`src/rtl/uart_rx_fifo.sv`:
```
// Receive FIFO behind the UART receiver with an APB-style register window.
// Registers: DATA (pop), STATUS, CTRL (flush / clear sticky flags), THRESH (irq level).
module uart_rx_fifo #(
   parameter int unsigned DEPTH = 16,
   parameter int unsigned WIDTH = 10
) (
   input  logic             clk,
   input  logic             rst,
   input  logic             wr_valid,
   input  logic [WIDTH-1:0] wr_data,
   input  logic             sel,
   input  logic             enable,
   input  logic             write,
   input  logic [11:2]      addr,
   input  logic [31:0]      data_out,
   output logic [31:0]      data_in,
   output logic             ready,
   output logic             irq
);

   localparam int unsigned PW = $clog2(DEPTH);
   localparam int unsigned CW = PW + 1;
   localparam logic [15:0] DEPTH_W = 16'(DEPTH);

   localparam logic [9:0] ADDR_DATA   = 10'd0;
   localparam logic [9:0] ADDR_STATUS = 10'd1;
   localparam logic [9:0] ADDR_CTRL   = 10'd2;
   localparam logic [9:0] ADDR_THRESH = 10'd3;

   logic [WIDTH-1:0] mem [DEPTH];
   logic [PW-1:0]    rd_ptr;
   logic [PW-1:0]    wr_ptr;
   logic [CW-1:0]    count;
   logic [CW-1:0]    count_nxt;
   logic             overflow;
   logic             underflow;
   logic [15:0]      thresh;
   logic [15:0]      thresh_sat;

   logic             empty;
   logic             full;
   logic             access;
   logic             rd_acc;
   logic             wr_acc;
   logic             pop;
   logic             push;
   logic             flush;
   logic             clr_flags;
   logic             ovf_set;
   logic             unf_set;
   logic             thr_wr;
   logic             unused_bits;

   assign empty = (count == '0);
   assign full  = (count == CW'(DEPTH));
   assign ready = 1'b1;
   assign unused_bits = ^data_out[31:16];

   // Bus decode and FIFO event qualification
   always_comb begin
      access    = sel & enable;
      rd_acc    = access & ~write;
      wr_acc    = access & write;
      flush     = wr_acc & (addr == ADDR_CTRL) & data_out[0];
      clr_flags = wr_acc & (addr == ADDR_CTRL) & data_out[1];
      thr_wr    = wr_acc & (addr == ADDR_THRESH);
      pop       = rd_acc & (addr == ADDR_DATA) & ~empty;
      unf_set   = rd_acc & (addr == ADDR_DATA) & empty;
      // A pop in the same cycle frees the slot a full FIFO needs for the push
      push      = wr_valid & ~flush & (~full | pop);
      ovf_set   = wr_valid & ~flush & full & ~pop;
      thresh_sat = (data_out[15:0] > DEPTH_W) ? DEPTH_W : data_out[15:0];
   end

   // Occupancy update
   always_comb begin
      count_nxt = count;
      if (flush) begin
         count_nxt = '0;
      end else if (push && !pop) begin
         count_nxt = count + CW'(1);
      end else if (pop && !push) begin
         count_nxt = count - CW'(1);
      end
   end

   always_ff @(posedge clk) begin
      if (rst) begin
         rd_ptr    <= '0;
         wr_ptr    <= '0;
         count     <= '0;
         overflow  <= 1'b0;
         underflow <= 1'b0;
         thresh    <= '0;
      end else begin
         if (flush) begin
            rd_ptr <= '0;
            wr_ptr <= '0;
         end else begin
            if (push) wr_ptr <= wr_ptr + PW'(1);
            if (pop)  rd_ptr <= rd_ptr + PW'(1);
         end
         count <= count_nxt;
         // A flag event in the same cycle as a clear is kept
         overflow  <= (overflow  & ~clr_flags) | ovf_set;
         underflow <= (underflow & ~clr_flags) | unf_set;
         if (thr_wr) thresh <= thresh_sat;
      end
   end

   always_ff @(posedge clk) begin
      if (!rst && push) mem[wr_ptr] <= wr_data;
   end

   // Read mux, driven only during a read access
   always_comb begin
      data_in = '0;
      if (rd_acc) begin
         case (addr)
            ADDR_DATA: begin
               if (!empty) data_in = 32'h8000_0000 | 32'(mem[rd_ptr]);
            end
            ADDR_STATUS: begin
               data_in[15:0] = 16'(count);
               data_in[16]   = empty;
               data_in[17]   = full;
               data_in[18]   = overflow;
               data_in[19]   = underflow;
            end
            ADDR_THRESH: data_in = 32'(thresh);
            default:     data_in = '0;
         endcase
      end
   end

   assign irq = (thresh != '0) && (16'(count) >= thresh);

endmodule

```
`config.mk`:
```
export PLATFORM = sky130hd
export DESIGN_NAME = uart_rx_fifo
export DESIGN_NICKNAME = d
export VERILOG_FILES = /design/src/rtl/uart_rx_fifo.sv
export SDC_FILE = /design/constraint.sdc
export NUM_CORES = 1
export LEC_CHECK = 0
export CAP_MARGIN = 20
export CORE_MARGIN = 2
export CORE_UTILIZATION = 30
export CTS_CLUSTER_DIAMETER = 30
export DETAILED_ROUTE_END_ITERATION = 6
export HOLD_SLACK_MARGIN = 0.08
export PLACE_DENSITY_LB_ADDON = 0.2
export REMOVE_ABC_BUFFERS = 1
export SLEW_MARGIN = 20
export SYNTH_ARGS = -nofsm -noshare
export SYNTH_HDL_FRONTEND = slang
export SYNTH_SLANG_ARGS = --single-unit
```
`constraint.sdc`:
```
create_clock -name clk -period 2.85 [get_ports clk]
set_input_delay 0.285 -clock clk [delete_from_list [all_inputs] [get_ports clk]]
set_output_delay 0.285 -clock clk [all_outputs]
set_load 0.005 [all_outputs]
```
After elaboration in Yosys (flattened, before gate mapping)

Memories as Yosys holds them, arrays and structs flattened. A register that Yosys moved wholly into a read port is not among the register bits.
Cells that the tools add are included.

Memory bits (writable): 160
Logic and storage cells: 65
Register bits: 31
Bits of input ports: 58
Memories: 1

Mux-type cells: 11
Order comparisons: 2
Bitwise operators: 25
Equality and inequality tests: 4
Reductions and logical operators: 12
$add $sub $neg: 4

Memories:

| name | words | bits a word | rd ports | clocked after memory_dff | wr ports | RTL line | text |
|---|---|---|---|---|---|---|---|
| mem  | 16    | 10          | 1        | 1                        | 1        | 30       | `logic [WIDTH-1:0] mem [DEPTH];` |

Operator list:

| cell                  | number |
|---|---|
| $mux W32              | 2 |
| $pmux W20 S3          | 1 |
| $eq A10 B2 Y1 const B | 2 |
| $and A1 B1 Y1         | 16 |
| $ge A5 B16 Y1         | 1 |
| $gt A16 B5 Y1 const B | 1 |
| $mux W16              | 1 |
| $reduce_bool A16 Y1   | 1 |
| $mux W12              | 1 |
| $eq A10 B1 Y1 const B | 1 |
| $logic_not A10 Y1     | 1 |
| $mux W5               | 2 |
| $add A4 B1 Y4 const B | 2 |
| $mux W4               | 2 |
| $not A1 Y1            | 6 |
| $add A5 B1 Y5 const B | 1 |
| $eq A5 B5 Y1 const B  | 1 |
| $logic_not A5 Y1      | 1 |
| $sub A5 B1 Y5 const B | 1 |
| $logic_and A1 B1 Y1   | 4 |
| $logic_not A1 Y1      | 3 |
| $or A1 B1 Y1          | 3 |
| $mux W1               | 2 |
| $reduce_bool A2 Y1    | 1 |
| $reduce_or A2 Y1      | 1 |

Logic depth before layout (Yosys ltp)

Word-level depth: 11
Depth in mapped cells: 13
Gate-level depth less buffers: 12

Least setup slack after synthesis

OpenSTA, ideal clock, no wires.

Kind: register to register
Start point: reg count[0]
End point: reg count[4]
Data arrival time: 3087 ps
Cell stages (with the launch flop): 14
Path slack: -307 ps
Clock period less this slack: 3157 ps
Setup time: 70 ps
Required time: 2780 ps
Cells stage by stage: dfxtp_1 nor4_2 nor2b_1 nor2_1 inv_1 clkbuf_1 ha_1 inv_1 fa_1 a21o_1 a21oi_1 xnor2_1 or3_1 a21oi_1

Longest elaborated chain between the ends: 8
Elaborated cells between the ends (all ways): 16
Classes of those cells: add/sub: 2; eq/ne: 1; mux: 2; bitwise: 5; reduce/logical: 6

Ends and longest elaborated chain:

| what                                | RTL line | text |
|---|---|---|
| from (decl)                         | 33       | `logic [CW-1:0] count;` |
| from (signal assigned)              | 103      | `count <= count_nxt;` |
| $logic_not A5 Y1                    | 54       | `assign empty = (count == '0);` |
| $not A1 Y1                          | 67       | `pop = rd_acc & (addr == ADDR_DATA) & ~empty;` |
| $and A1 B1 Y1                       | 67       |  |
| $or A1 B1 Y1                        | 70       | `push = wr_valid & ~flush & (~full \| pop);` |
| $and A1 B1 Y1                       | 70       |  |
| $logic_not A1 Y1                    | 82       | `end else if (pop && !push) begin` |
| $logic_and A1 B1 Y1                 | 82       |  |
| $reduce_bool A2 Y1 (no source line) | -        |  |

Parallel ways exist; a longest one is shown, timed or not. The select of a mux whose other input is x is not followed.
A chain may end at the register's enable or synchronous reset.

Worst setup path in the final report

Start point: in addr[9] (netlist name)
End point: out data_in[10]

Longest elaborated chain between the ends: 3
Elaborated cells between the ends (all ways): 5
Classes of those cells: eq/ne: 2; mux: 2; reduce/logical: 1

Ends and longest elaborated chain:

| what                                        | RTL line | text |
|---|---|---|
| from (decl)                                 | 14       | `input logic [11:2] addr,` |
| $eq A10 B2 Y1, or another cell as far along | 119      | `case (addr)` |
| $pmux W20 S3 (*)                            | 119      |  |
| $mux W32 (*)                                | 118      | `if (rd_acc) begin` |
| to (decl)                                   | 16       | `output logic [31:0] data_in,` |

Every way passes the cells marked *; elsewhere a longest branch is shown, timed or not.

==> out/qor.csv <==
stage,metric,value,unit
yosys,"FF+latch count, synth",195,
yosys,Synth top area share,0.592,
worst_setup_path,WP buf/inv,4,
worst_setup_path,Worst EP arrival,2.49,ns
power_and_ir_drop,Reg power frac,0.519,
yosys,ys flop type,edfxtp_1,
worst_setup_path,Critical Path RT,2.57,ns
clocking,clock buffer count from CTS,17,
worst_setup_path,Worst setup EP type,output pin,
yosys,count of cell types in the netlist,46,
worst_setup_path,Crit Path Category,primary input to output pin,
detailed_routing,Final ANT Viol Nets,0,
floorplanning,Die Y,168,um
worst_setup_path,peak fanout along the critical path,4,
timing,setup violators final,0,
placed_design,I/O Buffers,63,
flow_run,Max Cap Viol,0,
final_layout,area grow syn2layout,30.1,%
final_layout,final cell area excluding filler cells,0.0105,mm2
placed_design,Final HPWL DP,12700,um
floorplanning,Rows,60,
worst_setup_path,crit-path max cell delay,0.49,ns
yosys,YS warnings,0,
timing,post-layout min period,2.77,ns
worst_setup_path,"CP delay by family, top",buffers and inverters,
final_layout,fraction of layout cells with a size suffix above 1,0.295,
worst_setup_path,most frequent cell on the critical path,clkdlybuf4s50_1,
timing,hold slack,0.490,ns
final_layout,Final Non-Filler Cells,1001,
detailed_routing,Via Count,4804,
yosys,Post-synth ARST share,0,
clocking,Longest Clk Path Bufs,2,
yosys,Syn Inst Count,496,
yosys,Area contributors post-synth,"edfxtp_1 59%, mux4_2 11%, dfxtp_1 8.6%",
global_route,initial antenna violation count,0,
detailed_routing,DRC viols,0,
timing,Final Worst Setup Slack,0.0781,ns
floorplanning,Initial Utilization,0.303,
detailed_routing,Avg WL per Cell,18.7,um
power_and_ir_drop,Comb pwr share,0.110,
power_and_ir_drop,Clk pwr share,0.371,
placed_design,Post-DP Area,0.00959,mm2
final_layout,Finished Core Util,0.395,
timing,RSZ-0062 raised after global routing,true,
power_and_ir_drop,worst IR drop on VDD,0.406,mV
power_and_ir_drop,Tot Pwr,6.12,mW
yosys,"count leader, synth",edfxtp_1,
clocking,htree depth,4,
clocking,CTS sink cnt,195,
yosys,Mean Syn Cell Area,16.4,um2
global_route,GR Util All Layers,0.135,
timing,Fin. Hold Viols,0,
yosys,"Seq/Total Area, Yosys",0.679,
worst_setup_path,CP cell instances,clkdlybuf4s50_1 > and4bb_2 > buf_4 > and2_4 > nand4b_1 > nor2_2 > buf_6 > and2_1 > clkdlybuf4s50_1,
min_path,Worst Hold Class,flop to flop,
clocking,"Clk Latency, worst-skew pair",0.43,ns
detailed_routing,vias per cell,4.80,
power_and_ir_drop,switching portion of total power,0.236,
clocking,CTS Hold Buffers Added,0,
status,status,"finished, final reports clean",
clocking,clock tree from TritonCTS,built,
detailed_routing,drt first pass iters,4,
timing,clk_skew,0.0136,ns
floorplanning,IO Count,92,
global_route,largest net degree at the start of global routing,41,
floorplanning,chip width,168,um
placed_design,placed cells,938,
final_layout,Final #Nets,720,
power_and_ir_drop,Psw,1.44,mW
floorplanning,area of the core,0.0267,mm2
placed_design,GP Congestion,0.767,
power_and_ir_drop,internal power,4.67,mW
timing,Final Cycle Share,0.973,
timing,sum of negative setup slack,0,ns
power_and_ir_drop,P per Cell Area,580,mW/mm2
yosys,Yosys top cell by area,edfxtp_1,
yosys,Post-synth EDFFs,160,
final_layout,diodes inserted,0,
clocking,CTS Root Cell,clkbuf_16,
worst_setup_path,"Slowest-stage cell, CP",clkdlybuf4s50_1,
yosys,Synth Cell Area,0.00811,mm2
clocking,Clock transition at path regs,0.07,ns
floorplanning,full die area,0.0284,mm2
global_route,global route overflow,0,
global_route,vias in the first global route,4782,
timing,pins over their slew limit,0,
worst_setup_path,Worst Setup Start Kind,primary input,
placed_design,Placement Setup Slack,-0.484,ns
power_and_ir_drop,leakage,3.83,nW
detailed_routing,final WL,18800,um
timing,Max Freq,361,MHz
detailed_routing,initial DRC count,287,
yosys,top post-synthesis cells by count,"160 x edfxtp_1, 40 x mux4_2, 35 x dfxtp_1",
global_route,global-route wire length before repair,28300,um
timing,worst slew pin tran,0.602,ns
timing,Slew Limit Headroom,0.597,
cell families (layout without fill, tap and decap cells):
logic type	after synthesis	after routing	share of synthesized area
compound gates	53	53	0.0478
simple gates	118	118	0.0845
flops	195	195	0.679
other cells	2	12	0.000926
xor+xnor	9	9	0.00972
fa+ha+maj	15	15	0.0241
buf+inv	55	209	0.0318
mux	49	49	0.122
layout make-up:
| type | instances | area [um2] |
|---|---|---|
| clock inverters | 10 | 93.8 |
| well taps | 341 | 427 |
| flip-flops and latches | 195 | 5510 |
| inverters | 22 | 82.6 |
| repair buffers | 155 | 1470 |
| fillers | 2461 | 16200 |
| multi-input cells | 256 | 2500 |
| clock buffers | 22 | 465 |
what timing repair did:
| action | 4_1_cts | 5_1_grt |
|---|---|---|
| pin swaps | 4 | 12 |
| buffers inserted | 9 | 20 |
| resized for setup | 45 | 25 |
| gates cloned | 2 | 0 |
| hold endpoints to repair | 0 | 0 |
| endpoints found under the setup margin | 21 | 11 |
path summary, 6_finish.rpt:
path                        endpoint                    start  cells after the start  slack (ns)
min reg2reg  thresh[11]$_SDFFE_PP0P_  thresh[11]$_SDFFE_PP0P_                      1        0.49
max reg2reg    count[4]$_SDFFE_PP0P_    count[0]$_SDFFE_PP0P_                     12        0.30
min          thresh[11]$_SDFFE_PP0P_  thresh[11]$_SDFFE_PP0P_                      1        0.49
max                      data_in[10]                  addr[9]                      9        0.08
power groups by stage:
stage	clock (mW)	combinational, mW	sequential [mW]
2_1_floorplan	0	0.302	3.24
3_3_place_gp	0	0.618	3.24
3_5_place_dp	0	0.630	3.24
4_1_cts	2.33	0.645	3.18
5_1_grt	2.45	0.742	3.18
6_report	2.27	0.671	3.18
cell usage in the layout, fill, tap and decap left out, types with 3 or more instances in the layout:
cell type,Yosys,final
a21o_1,4,4
a21oi_1,6,4
a221oi_2,0,10
a22oi_1,5,5
and2_1,21,20
and3_1,14,14
buf_12,0,10
buf_4,12,79
clkbuf_1,12,4
clkbuf_16,0,18
clkdlybuf4s50_1,0,41
conb_1,2,12
dfxtp_1,35,34
dlygate4sd2_1,0,11
dlymetal6s2s_1,0,8
edfxtp_1,160,160
ha_1,14,13
inv_1,22,19
inv_2,0,3
inv_6,0,4
mux2i_1,8,8
mux4_2,40,40
nand2_1,3,3
nand2b_1,4,4
nand3_1,13,12
nand4_1,5,5
nor2_1,26,24
nor2b_1,6,6
nor3_1,9,7
nor4_1,6,6
o21ai_1,4,6
o21ai_2,0,4
o22ai_1,5,5
o2bb2ai_1,5,5
xnor2_1,6,6
xor2_1,3,3
per-layer routing:
layer | wire length [um] | vias to the layer above | track usage
li1 | - | 2230 | -
met1 | 8580 | 2466 | 0.175
met2 | 9320 | 92 | 0.231
met3 | 641 | 16 | 0.0235
met4 | 225 | 0 | 0.0427
met5 | 0 | - | 0
sequential cells by signal, summed over array words and instances, names as in the netlist, named ones only:
register   count
overflow       1
underflow      1
mem          160
thresh        16
rd_ptr         4
count          5
wr_ptr         4
No activity file was read; power rests on OpenSTA's default activity.
